`src/rtl/shift_add_mult_8bit.sv`:
```
// Sequential 8x8 unsigned shift-and-add multiplier built around an 8-bit ripple-carry adder.
// One partial-product iteration per clock, eight iterations per operation, fixed latency.

module rca_8bit (
    input  logic [7:0] in1,
    input  logic [7:0] in2,
    input  logic       cin,
    output logic [7:0] sum,
    output logic       cout
);
    logic [8:0] carry;

    assign carry[0] = cin;

    generate
        for (genvar gi = 0; gi < 8; gi++) begin : g_fa
            assign sum[gi]       = in1[gi] ^ in2[gi] ^ carry[gi];
            assign carry[gi + 1] = (in1[gi] & in2[gi]) | (carry[gi] & (in1[gi] ^ in2[gi]));
        end
    endgenerate

    assign cout = carry[8];
endmodule

module shift_add_mult_8bit (
    input  logic        clk,
    input  logic        rst,
    input  logic        start,
    input  logic [7:0]  multiplicand,
    input  logic [7:0]  multiplier,
    output logic [15:0] product,
    output logic        busy,
    output logic        done
);
    typedef enum logic [1:0] {
        IDLE = 2'd0,
        RUN  = 2'd1,
        DONE = 2'd2
    } state_t;

    state_t      state_reg;
    state_t      state_next;
    logic [2:0]  cnt_reg;
    logic [7:0]  mcand_reg;
    logic [15:0] p_reg;
    logic [15:0] p_next;
    logic [15:0] product_reg;

    logic [7:0]  addend;
    logic [7:0]  sum;
    logic        cout;

    assign addend = p_reg[0] ? mcand_reg : 8'h00;

    rca_8bit u_rca (
        .in1  (p_reg[15:8]),
        .in2  (addend),
        .cin  (1'b0),
        .sum  (sum),
        .cout (cout)
    );

    // The adder carry becomes the new MSB so large products are not truncated.
    assign p_next = {cout, sum, p_reg[7:1]};

    always_comb begin
        state_next = state_reg;
        busy       = 1'b0;
        done       = 1'b0;
        case (state_reg)
            IDLE: begin
                if (start) begin
                    state_next = RUN;
                end
            end
            RUN: begin
                busy = 1'b1;
                if (cnt_reg == 3'd7) begin
                    state_next = DONE;
                end
            end
            DONE: begin
                done       = 1'b1;
                state_next = IDLE;
            end
            default: begin
                state_next = IDLE;
            end
        endcase
    end

    always_ff @(posedge clk) begin
        if (rst) begin
            state_reg   <= IDLE;
            cnt_reg     <= 3'd0;
            mcand_reg   <= 8'h00;
            p_reg       <= 16'h0000;
            product_reg <= 16'h0000;
        end else begin
            state_reg <= state_next;
            case (state_reg)
                IDLE: begin
                    if (start) begin
                        mcand_reg <= multiplicand;
                        p_reg     <= {8'h00, multiplier};
                        cnt_reg   <= 3'd0;
                    end
                end
                RUN: begin
                    p_reg   <= p_next;
                    cnt_reg <= cnt_reg + 3'd1;
                    if (cnt_reg == 3'd7) begin
                        product_reg <= p_next;
                    end
                end
                default: begin
                end
            endcase
        end
    end

    assign product = product_reg;
endmodule
```
`config.mk`:
```
export PLATFORM = sky130hd
export DESIGN_NAME = shift_add_mult_8bit
export DESIGN_NICKNAME = d
export VERILOG_FILES = /design/src/rtl/shift_add_mult_8bit.sv
export SDC_FILE = /design/constraint.sdc
export NUM_CORES = 1
export LEC_CHECK = 0
export CELL_PAD_IN_SITES_DETAIL_PLACEMENT = 1
export CELL_PAD_IN_SITES_GLOBAL_PLACEMENT = 2
export CORE_ASPECT_RATIO = 2
export CORE_MARGIN = 10
export CORE_UTILIZATION = 35
export DETAILED_ROUTE_END_ITERATION = 6
export PLACE_DENSITY = 0.82
export SYNTH_ARGS = -nofsm -noshare
export SYNTH_HDL_FRONTEND = slang
export SYNTH_SLANG_ARGS = --single-unit
```
`constraint.sdc`:
```
create_clock -name clk -period 6.8 [get_ports clk]
set_input_delay 2.04 -clock clk [delete_from_list [all_inputs] [get_ports clk]]
set_output_delay 2.04 -clock clk [all_outputs]
set_load 0.03 [all_outputs]
```
==> impl_metrics.yaml <==
place:
  gp_congestion: 0.784
  portBuffers: 36
  placed_cell_area_sq_um: 2230
  hpwlAfterDp_microns: 3420
  post-place-ws_ps: 2630
  dp.cells: 245
routing:
  wl_per_cell_microns: 17.6
  wl_met3_microns: 281
  first_pass_iters: 3
  wl_met2_microns: 2270
  m1WireLength_microns: 1770
  highest_layer: "met4"
  ant_nets: 0
  vias: 1291
  drt_iter0_drc: 39
  route.detailed.drc: 0
  finalWirelength_microns: 4430
  avgViaCountPerCell: 5.12
timing:
  setup_ws_ps: 2630
  slew_violations: 0
  fin_skew_ps: 3.96
  relSlewSlack_pct: 31.8
  rsz0062_at_grt: "no"
  hold_viol: 0
  worstMarginPinSlew_ps: 1020
  layout_min_cycle_time_ps: 4170
  totalNegativeSetupSlack_ps: 0
  period_share_pct: 61.4
  holdWs_ps: 473
  fmax_ghz: 0.240
  setup_viol: 0
clock_network:
  cts_setup_buffers: 0
  clkSlewWorstSetupHoldPaths_ps: 80
  worstSkewPairLatency_ps: 290
  cts_tree: "yes"
  ctsHoldBuffers: 0
  h-tree-depth: 2
  numCtsBuffers: 5
  cts_root_buffer: "clkbuf_8"
  clock-sinks: 45
  ctsResizeCount: 0
  clk_path_buf_depth: 2
floorplan:
  dieArea_sq_um: 8820
  die_w_microns: 71.6
  die_h_microns: 123
  start_util_pct: 36.3
  rows: 37
  ios: 37
  core_sq_um: 5140
synthesis:
  netlist_instances: 161
  synth_fp_nets: 190
  yosysWarnings: 0
  ys_seq_area_share_pct: 48.3
  syn_avg_cell_area_sq_um: 11.6
  syn_area_sq_um: 1860
  ys_ff_latch: 45
  yosysUniqueCellTypes: 26
pwr:
  total_power_mw: 0.499
  leakage_nw: 0.808
  powerDensity_nw_per_um2: 215
  ir_drop_mv: 0.155
worst_setup_path:
  cp-end-kind: "output pin"
  path_cells: "nor2b_2, clkdlybuf4s50_1"
  path_class: "register to output pin"
  crit_path_top_delay_cell: "clkdlybuf4s50_1"
  ff2ff_path_depth: 11
  r2r-end: "p_reg[14]"
  r2r_start: "p_reg[0]"
  ff2ff_setup_slack_ps: 2850
  path_delay_family: "buffers and inverters"
  critPathMaxStageDelay_ps: 740
  required_ps: 4760
  path_buf_inv: 1
  critPathMaxFanout: 13
  cp.arrival_ps: 2130
  cp-start-kind: "register"
grt:
  overflow: 0
  grt_pass1_vias: 1485
  grt_antenna_before_repair: 0
  grt_pass1_wl_microns: 7650
  grt_use_total_pct: 10.8
  grt_max_degree: 22
min_path:
  min_from: "product[14]"
  worstHoldPathCells: 1
  hold_path.class: "register to register"
  min_to: "product[14]"
status:
  status: "completed"
cells_and_area:
  final_cell_mix: "dfxtp_1 (45), clkdlybuf4s50_1 (36), nor2_1 (17)"
  antenna-diode-count: 0
  final_cells: 252
  layout.nets: 223
  syn_to_final_growth_pct: 24.5
  final_area_sq_um: 2320
  fillers: 557
  final_common_cell: "dfxtp_1"
  layout-drive-gt1-share_pct: 11.3
  finish.utilization_pct: 45.2
flow_run:
  drv_cap: 0
power breakdown:
| group | leakage (nW) | switching, mW | internal, mW | total, mW |
|---|---|---|---|---|
| Sequential | 0.366 | 0.00988 | 0.272 | 0.282 |
| Combinational | 0.397 | 0.0245 | 0.0257 | 0.0501 |
| Clock | 0.0443 | 0.0862 | 0.0807 | 0.167 |
cells in the mapped netlist:
| master | instances | area share, % |
|---|---|---|
| buf_6 | 1 | 0.60 |
| a21oi_1 | 1 | 0.27 |
| nand2b_1 | 1 | 0.34 |
| nor2_1 | 17 | 3.4 |
| clkbuf_1 | 3 | 0.60 |
| nor2b_1 | 1 | 0.34 |
| mux2i_1 | 16 | 8.6 |
| inv_2 | 1 | 0.20 |
| a22o_1 | 10 | 4.7 |
| fa_1 | 7 | 7.5 |
| nor2_2 | 1 | 0.34 |
| ha_1 | 3 | 2.0 |
| a211oi_2 | 8 | 5.4 |
| dfxtp_1 | 45 | 48 |
| a21oi_4 | 1 | 0.87 |
| nand2_2 | 1 | 0.34 |
| mux2_2 | 1 | 0.60 |
| nor3b_2 | 2 | 1.3 |
| nor2b_2 | 1 | 0.47 |
| nand2_1 | 7 | 1.4 |
| buf_2 | 2 | 0.54 |
| buf_4 | 4 | 1.6 |
| inv_1 | 9 | 1.8 |
| o2bb2ai_1 | 16 | 7.5 |
| o21ba_1 | 1 | 0.54 |
| and2_1 | 1 | 0.34 |
final cells by class:
| cell class | count | area (sq um) | area share [%] |
|---|---|---|---|
| clock buffer | 7 | 86.3 | 3.72 |
| inverter | 10 | 37.5 | 1.62 |
| multi-input combinational | 96 | 863 | 37.2 |
| sequential | 45 | 901 | 38.8 |
| tap | 58 | 72.6 | 3.13 |
| timing repair buffer | 36 | 360 | 15.5 |
worst max-delay path by stage:
stage | start | to | slack (ps) | depth (start not counted)
global route | state_reg[0] | busy | 2500 | 2
global placement | rst | product[7] | 2760 | 5
detailed placement | rst | product[0] | 2630 | 5
floorplan | p_reg[0] | p_reg[14] | 3020 | 12
finish | state_reg[0] | busy | 2630 | 2
CTS | state_reg[0] | busy | 2580 | 2
routing by layer:
| metal | GRT usage [%] | up-vias |
|---|---|---|
| li1 | - | 620 |
| met1 | 11.4 | 626 |
| met2 | 18.5 | 36 |
| met3 | 3.93 | 9 |
| met4 | 4.87 | 0 |
| met5 | 0 | - |
cell families after synthesis:
group | after synthesis | synth area share, %
and+or+nand+nor | 32 | 8.32
adders and majority gates | 10 | 9.53
DFF | 45 | 48.3
buffers and inverters | 20 | 5.37
muxes | 17 | 9.19
AOI/OAI and AO/OA | 37 | 19.3
worst register-to-register path, stage by stage, from the launching register on:
cell       delay [ps]
dfxtp_1           510
and2_1            190
ha_1              140
inv_1              50
fa_1              370
fa_1              380
fa_1              410
fa_1              400
fa_1              400
fa_1              400
fa_1              520
o2bb2ai_1          60
No activity file was read; power rests on OpenSTA's default activity.
